--- config.mk ---
export PLATFORM = sky130hd
export DESIGN_NAME = fetch_unit
export DESIGN_NICKNAME = d
export VERILOG_FILES = /design/src/rtl/fetch_unit.sv
export SDC_FILE = /design/constraint.sdc
export NUM_CORES = 1
export LEC_CHECK = 0
export CAP_MARGIN = 40
export CORE_MARGIN = 4
export CORE_UTILIZATION = 45
export CTS_BUF_LIST = sky130_fd_sc_hd__clkbuf_16
export CTS_CLUSTER_SIZE = 30
export DETAILED_ROUTE_END_ITERATION = 8
export PLACE_DENSITY = 0.91
export RECOVER_POWER = 50
export SYNTH_ARGS = -nofsm -noshare
export SYNTH_HDL_FRONTEND = slang
export SYNTH_SLANG_ARGS = --single-unit
--- constraint.sdc ---
create_clock -name clk -period 2.9 [get_ports clk]
set_clock_uncertainty 0.2 [all_clocks]
set_input_delay 0.725 -clock clk [delete_from_list [all_inputs] [get_ports clk]]
set_output_delay 0.725 -clock clk [all_outputs]
set_load 0.1 [all_outputs]
--- src/rtl/fetch_unit.sv ---
// Instruction fetch stage: holds the fetch PC, issues one word read at a time to a
// variable-latency instruction memory and presents the result under valid/ready.
module fetch_unit #(
  parameter logic [31:0] RESET_PC = 32'h0000_0000,
  parameter int          TIMEOUT  = 16
) (
  input  logic        clk,
  input  logic        reset,
  output logic        imem_req,
  output logic [31:0] imem_addr,
  input  logic        imem_rvalid,
  input  logic [31:0] imem_rdata,
  output logic        instr_valid,
  input  logic        instr_ready,
  input  logic        redirect,
  input  logic [31:0] redirect_pc,
  output logic [31:0] instr,
  output logic [31:0] pc,
  output logic [31:0] pc_plus8,
  output logic [3:0]  cond,
  output logic [1:0]  op,
  output logic [5:0]  funct,
  output logic [3:0]  rd,
  output logic        fetch_err
);

  typedef enum logic [1:0] {IDLE, WAIT, VALID, FAULT} state_t;

  localparam int          TO_LAST_I = (TIMEOUT > 0) ? TIMEOUT - 1 : 0;
  localparam logic [15:0] TO_LAST   = TO_LAST_I[15:0];
  localparam bit          TO_EN     = (TIMEOUT != 0);

  state_t      state, state_n;
  logic [31:0] fetch_pc, fetch_pc_n;
  logic [31:0] instr_n, pc_n;
  logic [15:0] wait_cnt, wait_cnt_n;
  logic        fetch_err_n;

  always_ff @(posedge clk) begin
    if (reset) begin
      state     <= IDLE;
      fetch_pc  <= RESET_PC;
      instr     <= 32'h0;
      pc        <= 32'h0;
      wait_cnt  <= 16'h0;
      fetch_err <= 1'b0;
    end else begin
      state     <= state_n;
      fetch_pc  <= fetch_pc_n;
      instr     <= instr_n;
      pc        <= pc_n;
      wait_cnt  <= wait_cnt_n;
      fetch_err <= fetch_err_n;
    end
  end

  always_comb begin
    state_n     = state;
    fetch_pc_n  = fetch_pc;
    instr_n     = instr;
    pc_n        = pc;
    wait_cnt_n  = wait_cnt;
    fetch_err_n = fetch_err;
    imem_req    = 1'b0;
    instr_valid = 1'b0;
    case (state)
      IDLE: begin
        wait_cnt_n = 16'h0;
        state_n    = WAIT;
      end
      WAIT: begin
        imem_req = 1'b1;
        // A response arriving on the timeout cycle still counts as a successful fetch.
        if (imem_rvalid) begin
          instr_n    = imem_rdata;
          pc_n       = fetch_pc;
          wait_cnt_n = 16'h0;
          state_n    = VALID;
        end else if (TO_EN && (wait_cnt == TO_LAST)) begin
          fetch_err_n = 1'b1;
          state_n     = FAULT;
        end else begin
          wait_cnt_n = wait_cnt + 16'd1;
        end
      end
      VALID: begin
        instr_valid = 1'b1;
        if (instr_ready) begin
          fetch_pc_n = redirect ? (redirect_pc & 32'hFFFF_FFFC) : (pc + 32'd4);
          state_n    = WAIT;
        end
      end
      FAULT: begin
        fetch_err_n = 1'b1;
      end
      default: begin
        state_n = IDLE;
      end
    endcase
  end

  // Decoder fields and architectural PC read value are pure views of the held instruction.
  assign imem_addr = fetch_pc;
  assign pc_plus8  = pc + 32'd8;
  assign cond      = instr[31:28];
  assign op        = instr[27:26];
  assign funct     = instr[25:20];
  assign rd        = instr[15:12];

endmodule

==> impl_results.md, run 1 <==
* Status: finished with violations
* Failing checks: setup timing
* Leak pwr at 3.806 nW
* Synth cell count leaders: 182 x nand2_1, 115 x dfxtp_1, 102 x a21oi_1
* Slew HR at 0.06364
* Initial antenna violation count at 0
* Via density at 5.654
* Slew @ Worst Pin at 1.405 ns
* H-tree depth at 4
* Crit path time final at 3.261 ns
* DRT Wirelength at 22.14 mm
* Clock sinks at 115
* Cell Rows at 41
* Syn nets at 829
* Mapped Area at 5754 um^2
* Number of I/O port buffers at 213
* HPWL after DPL at 14.24 mm
* Type of origin of the critical path: flop
* Worst hold path type: flop to flop
* ANT nets after route at 0
* Crit path required time at 1.98 ns
* Area growth syn-to-layout at 64.84%
* R2r setup slk at 0.26 ns
* Seq/Total Area, Yosys at 0.4001
* CP max-delay cell: or4_4
* FILL cells at 844
* Largest net degree at the start of global routing at 65
* Die height at 121.1 um
* R2R depth at 9
* CTS tree: built
* Largest area contributor in the netlist: dfxtp_1
* Drc violations at 0
* Yosys reg bits at 115
* Nets at 1,060
* Mean Syn Cell Area at 7.611 um^2
* Synth unique cells at 51
* Initial Util at 0.4578
* Layout cells sized above 1 at 0.3126
* Worst setup path endpoint: pc_plus8[30]
* Vias in the first global route at 6,337
* Endpoints failing setup at 20
* Max Freq at 306.6 MHz
* Gr usage total at 0.2810
* Ys async rst share at 0
* Final Hold Vio Count at 0
* Max cap viols at 0
* Synth warnings at 0
* I/O pins at 216
* Via count at 6,621
* Chip width at 121.1 um
* Core footprint at 12,570 um^2
* First-pass GRT wire length at 32.47 mm
* Clock Path Buffers at 2
* Worst path cell trace: nand4_4, or4_4, or2_4, nor3_4, xor2_4, buf_12
* Setup CP Type: flop to primary output
* Predominant post-synthesis flop cell: dfxtp_1
* Top area cells in the synthesized netlist: dfxtp_1 40%, nand2_1 12%, a21oi_1 8.9%
* Fin util at 0.7547
* Top cell type's share of synthesized area at 0.4001
* CTS hold repair buffers at 0
* Pwr Density at 444.1 nW/um^2
* Die area at 14,660 um^2
* RSZ-0062 raised after global routing: true
* CP max FO at 5
* Worst setup EP type: primary output
* R2r endpoint: imem_addr[18]
* Routed wire per std cell at 18.90 um
* Clock latency on the worst-skew pair at 0.42 ns
* Fin crit share at 1.125
* Hold_sp: instr[17]
* Post-synth EDFFs at 0
* Most frequent cell after synthesis: nand2_1
* Initial DRC Count at 646
* Min Hold Slack at 0.2550 ns
* Final slew viol count at 0
* Worst setup path start: pc[5]
* First-pass DRT Iterations at 5
* Final WS setup at -0.3613 ns
* FF-to-FF Start: pc[3]
* Total grt overflow at 0
* Worst-path clk slew at 0.05 ns
* CP Data Arrival Time at 2.34 ns
* Cell count after synthesis at 756
* Clk Tree Root Cell: clkbuf_16
* Peak supply drop at 0.0004322 V
* Critical path's largest stage delay at 0.53 ns
* GP Congestion at 0.8835
* CTS buffer count at 17
metrics by stage:
stage | power, W | std cells | setup WS [ns] | instance area, um^2 | TNS [ns]
floorplan | 0.002188 | 756 | -0.5649 | 6462 | -7.529
global placement | 0.002405 | 1102 | 0.04263 | 8640 | 0
detailed placement | 0.002414 | 1102 | -0.002659 | 8640 | -0.002659
CTS | 0.004255 | 1157 | -0.3636 | 9484 | -3.303
global route | 0.004346 | 1170 | -0.4102 | 9483 | -5.771
finish | 0.004212 | 1171 | -0.3613 | 9485 | -4.215
state kept, by name (all words and copies together) (netlist names):
| signal | cells |
|---|---|
| state | 2 |
| instr | 32 |
| wait_cnt | 16 |
| fetch_err | 1 |
| imem_addr | 32 |
| pc | 32 |
layout by cell type, fill, tap and decap left out, drive strengths merged, types with 2 or more instances in the layout:
cell type	instances
a31oi	9
clkbuf	64
or4	4
nor2	34
nand4	17
o21bai	2
clkinv	7
nor2b	4
dlygate4sd3	2
nand2b	6
o211ai	3
nor3	18
dfxtp	115
xnor2	21
and3	19
inv	15
nand2	182
or2	3
or3	3
buf	181
clkdlybuf4s50	63
ha	4
a41oi	3
xor2	36
o21a	2
nand3b	2
and4	2
a21oi	102
o21ai	13
mux2i	2
nor4	8
nand3	22
and2	2
o22ai	13
a211oi	7
worst max-delay path, delay by kind of cell (launching register included):
family / cells / cell delay, ns
xor+xnor: 1 / 0.19
buf+inv: 1 / 0.19
flops: 1 / 0.36
simple gates: 4 / 1.17
report_power, final:
group,internal (W),leakage (nW),switching (W)
combinational,0.000182,2.58,0.000545
clock,0.00115,0.276,0.000699
sequential,0.00160,0.951,0.0000332
total,0.00293,3.81,0.00128
worst min path at each step:
stage	endpoint	cells past startpoint
6_report	instr[17]	2
2_1_floorplan	wait_cnt[11]	1
4_1_cts	instr[1]	2
3_5_place_dp	instr[4]	2
3_3_place_gp	instr[7]	2
5_1_grt	instr[4]	2
cells by family (layout without fill, tap and decap cells):
logic type,count (synthesis),in the layout,synth area share
simple gates,329,329,0.2696
fa+ha+maj,4,4,0.008698
other cells,0,1,0
compound gates,159,159,0.1542
xor+xnor,57,57,0.08676
mux,2,2,0.003479
buf+inv,90,332,0.07719
flops,115,115,0.4001
layout make-up:
| class | instances | area [um^2] | share of cell area |
|---|---|---|---|
| repair buffers | 291 | 2599 | 0.2740 |
| clock buffers | 19 | 475.5 | 0.05013 |
| clock inverters | 11 | 46.29 | 0.004881 |
| multi-input cells | 551 | 3719 | 0.3920 |
| flip-flops and latches | 115 | 2387 | 0.2517 |
| inverters | 11 | 41.29 | 0.004353 |
| well taps | 172 | 215.2 | 0.02269 |
| diodes | 1 | 2.502 | 0.0002638 |
metal layers:
layer | share of wire | global-route usage | vias up
met4 | 0.046 | 0.1395 | 0
li1 | - | - | 3005
met5 | 0 | 0 | -
met1 | 0.37 | 0.3235 | 3115
met2 | 0.49 | 0.4682 | 412
met3 | 0.099 | 0.09091 | 89
repair_timing:
action | in CTS | in global routing
pin swaps | 13 | 15
setup endpoints to repair | 21 | 22
buffers inserted | 25 | 15
gates resized for setup | 26 | 18
Power figures use the tool's default switching activity.
==> inputs of run 2 (changes only) <==
--- a/config.mk
+++ b/config.mk
@@ -5,13 +5,14 @@
 export SDC_FILE = /design/constraint.sdc
 export NUM_CORES = 1
 export LEC_CHECK = 0
+export ABC_AREA = 1
 export CAP_MARGIN = 40
 export CORE_MARGIN = 4
 export CORE_UTILIZATION = 45
 export CTS_BUF_LIST = sky130_fd_sc_hd__clkbuf_16
 export CTS_CLUSTER_SIZE = 30
 export DETAILED_ROUTE_END_ITERATION = 8
-export PLACE_DENSITY = 0.91
+export PLACE_DENSITY = 0.9
 export RECOVER_POWER = 50
 export SYNTH_ARGS = -nofsm -noshare
 export SYNTH_HDL_FRONTEND = slang
==> impl_results.md, run 2 <==
* Status: finished with violations (unchanged)
* Failing checks: setup timing (unchanged)
* Clock sinks at 115 (unchanged)
* Pwr Density at 554.2 nW/um^2 (was 444.1 nW/um^2)
* R2R depth at 6 (was 9)
* Type of origin of the critical path: flop (unchanged)
* Worst setup EP type: primary output (unchanged)
* CTS tree: built (unchanged)
* Most frequent cell after synthesis: nand2_1 (unchanged)
* Commonest non-fill, non-tap cell in the layout: nand2_1 (unchanged)
* Ys async rst share at 0 (unchanged)
* Top area cells in the synthesized netlist: dfxtp_1 38%, nand2_1 15%, a21oi_1 10% (was dfxtp_1 40%, nand2_1 12%, a21oi_1 8.9%)
* HPWL after DPL at 15.57 mm (was 14.24 mm)
* Placed Instance Area at 8884 um^2 (was 8640 um^2)
* Worst-path clk slew at 0.05 ns (about the same)
* Clk Tree Root Cell: clkbuf_16 (unchanged)
* Die height at 124.1 um (was 121.1 um)
* Peak supply drop at 0.0004806 V (was 0.0004322 V)
* First-pass DRT Iterations at 6 (was 5)
* CP Data Arrival Time at 2.18 ns (was 2.34 ns)
* Die area at 15,400 um^2 (was 14,660 um^2)
* Syn nets at 975 (was 829)
* Max cap viols at 0 (unchanged)
* Commonest non-fill, non-tap cells in the layout: 222 x nand2_1, 126 x a21oi_1, 92 x buf_4 (was 177 x nand2_1, 140 x buf_4, 102 x a21oi_1)
* Slew HR at 0.1684 (was 0.06364)
* Predominant post-synthesis flop cell: dfxtp_1 (unchanged)
* Core footprint at 13,240 um^2 (was 12,570 um^2)
* Slew @ Worst Pin at 1.247 ns (was 1.405 ns)
* Initial DRC Count at 986 (was 646)
* Mapped Area at 6067 um^2 (was 5754 um^2)
* Final WS setup at -0.2011 ns (was -0.3613 ns)
* Vias in the first global route at 6,905 (was 6,337)
* Gr usage total at 0.2937 (was 0.2810)
* Multi-input logic area at 3960 um^2 (was 3719 um^2)
* Yosys reg bits at 115 (unchanged)
* Drc violations at 0 (unchanged)
* ANT nets after route at 0 (unchanged)
* Initial Util at 0.4581 (was 0.4578)
* Setup CP Type: flop to primary output (unchanged)
* Total grt overflow at 0 (unchanged)
* Via count at 7,679 (was 6,621)
* Cell Rows at 42 (was 41)
* I/O pins at 216 (unchanged)
* Pwr Total at 0.005403 W (was 0.004212 W)
* Crit path required time at 1.98 ns (about the same)
* DRT Wirelength at 26.58 mm (was 22.14 mm)
* Min Hold Slack at 0.2656 ns (was 0.2550 ns)
* Routed wire per std cell at 20.03 um (was 18.90 um)
* Worst hold path type: flop to flop (unchanged)
* Top cell type's share of synthesized area at 0.3795 (was 0.4001)
* Number of I/O port buffers at 213 (unchanged)
* Clock latency on the worst-skew pair at 0.42 ns (about the same)
* Largest net degree at the start of global routing at 46 (was 65)
* Clock Path Buffers at 2 (unchanged)
* Finished Cell Area at 9748 um^2 (was 9485 um^2)
* Cell count after synthesis at 902 (was 756)
* Layout cells sized above 1 at 0.2850 (was 0.3126)
* Endpoints failing setup at 18 (was 20)
* Area growth syn-to-layout at 60.67% (was 64.84%)
* CTS buffer count at 17 (unchanged)
* Via density at 5.787 (was 5.654)
* Post-synth EDFFs at 0 (unchanged)
* H-tree depth at 4 (unchanged)
* Synth unique cells at 29 (was 51)
* Sequential cell area at 2400 um^2 (was 2387 um^2)
* Leak pwr at 3.777 nW (was 3.806 nW)
* RSZ-0062 raised after global routing: true (unchanged)
* Chip width at 124.1 um (was 121.1 um)
* Synth warnings at 0 (unchanged)
* Mean Syn Cell Area at 6.726 um^2 (was 7.611 um^2)
* Fin crit share at 1.069 (was 1.125)
* Final Hold Vio Count at 0 (unchanged)
* CP max FO at 7 (was 5)
* First-pass GRT wire length at 34.98 mm (was 32.47 mm)
* Synth cell count leaders: 246 x nand2_1, 126 x a21oi_1, 115 x dfxtp_1 (was 182 x nand2_1, 115 x dfxtp_1, 102 x a21oi_1)
* WHS Path Cells at 2 (unchanged)
* Nets at 1,211 (was 1,060)
* FILL cells at 928 (was 844)
* Fin util at 0.7361 (was 0.7547)
* Crit path time final at 3.101 ns (was 3.261 ns)
* Largest area contributor in the netlist: dfxtp_1 (unchanged)
* Max Freq at 322.5 MHz (was 306.6 MHz)
* GP Congestion at 0.9230 (was 0.8835)
* # diodes at 0 (was 1)
* Initial antenna violation count at 0 (unchanged)
* Seq/Total Area, Yosys at 0.3795 (was 0.4001)
* Final slew viol count at 0 (unchanged)
[run 2: cell types whose count changed after synthesis, sizes merged, moves of 8 or more]
| cell | previous run | this run |
|---|---|---|
| nor4 | 8 | 0 |
| nand3 | 22 | 53 |
| nor2 | 34 | 101 |
| nand2 | 182 | 257 |
| xnor2 | 21 | 0 |
| inv | 11 | 70 |
| o22ai | 13 | 0 |
| a21oi | 102 | 127 |
| clkbuf | 48 | 25 |
| nor3 | 18 | 7 |
| o21ai | 13 | 56 |
| and3 | 19 | 0 |
[run 2: final timing paths]
check	start	endpoint	slack, ns
min reg2reg	instr[11]	instr[11]	0.27
max	pc[4]	pc_plus8[26]	-0.20
min	instr[11]	instr[11]	0.27
max reg2reg	state[0]	pc[23]	0.31
[run 2: routing by layer]
| layer | vias to the layer above | part of all wire | global-route usage |
|---|---|---|---|
| met4 | 0 | 0.074 | 0.1930 |
| met3 | 188 | 0.13 | 0.09401 |
| met1 | 3454 | 0.33 | 0.3198 |
| met2 | 665 | 0.47 | 0.4895 |
| met5 | - | 0 | 0 |
| li1 | 3372 | - | - |
[run 2: worst max-delay path, cell delays in order (launching register included)]
cell     delay [ns]
dfxtp_4        0.40
nand2_2        0.09
nor2_4         0.19
buf_6          0.14
nand2_4        0.10
nor3_4         0.44
xor2_4         0.20
buf_12         0.19
[run 2: cell type report]
type / instances / share of cell area
tap: 176 / 0.02259
inverter: 71 / 0.02798
clock buffer: 19 / 0.04877
multi-input combinational: 660 / 0.4062
timing repair buffer: 273 / 0.2366
sequential: 115 / 0.2462
clock inverter: 13 / 0.01168
[run 2: metrics by stage]
step                std cells  setup TNS [ns]  setup slack (ns)
CTS                      1296         -0.1519          -0.03053
detailed placement       1250               0            0.1485
global placement         1250               0            0.2078
finish                   1327          -1.016           -0.2011
global route             1327          -1.916           -0.2036
floorplan                 902          -6.464           -0.5775
[run 2: timing repair]
| item | CTS | global route |
|---|---|---|
| endpoints found under the hold margin | 0 | 0 |
| buffers inserted | 14 | 31 |
| setup endpoints to repair | 20 | 22 |
| hold buffers | 0 | 0 |
| gates resized for setup | 34 | 42 |
| pin swaps | 18 | 31 |
[run 2: cell families after synthesis]
group | synth area share
AND/OR/NAND/NOR | 0.3112
AO/OA/AOI/OAI | 0.1561
buffers and inverters | 0.09589
flip-flops | 0.3795
XOR/XNOR | 0.04908
adder cells (fa/ha/maj) | 0.008249
[run 2: power by group]
group / switching, W / total [W] / internal (W)
Clock: 0.000755 / 0.00210 / 0.00134
Sequential: 0.0000949 / 0.00175 / 0.00165
Combinational: 0.00119 / 0.00156 / 0.000366
Total: 0.00204 / 0.00540 / 0.00336
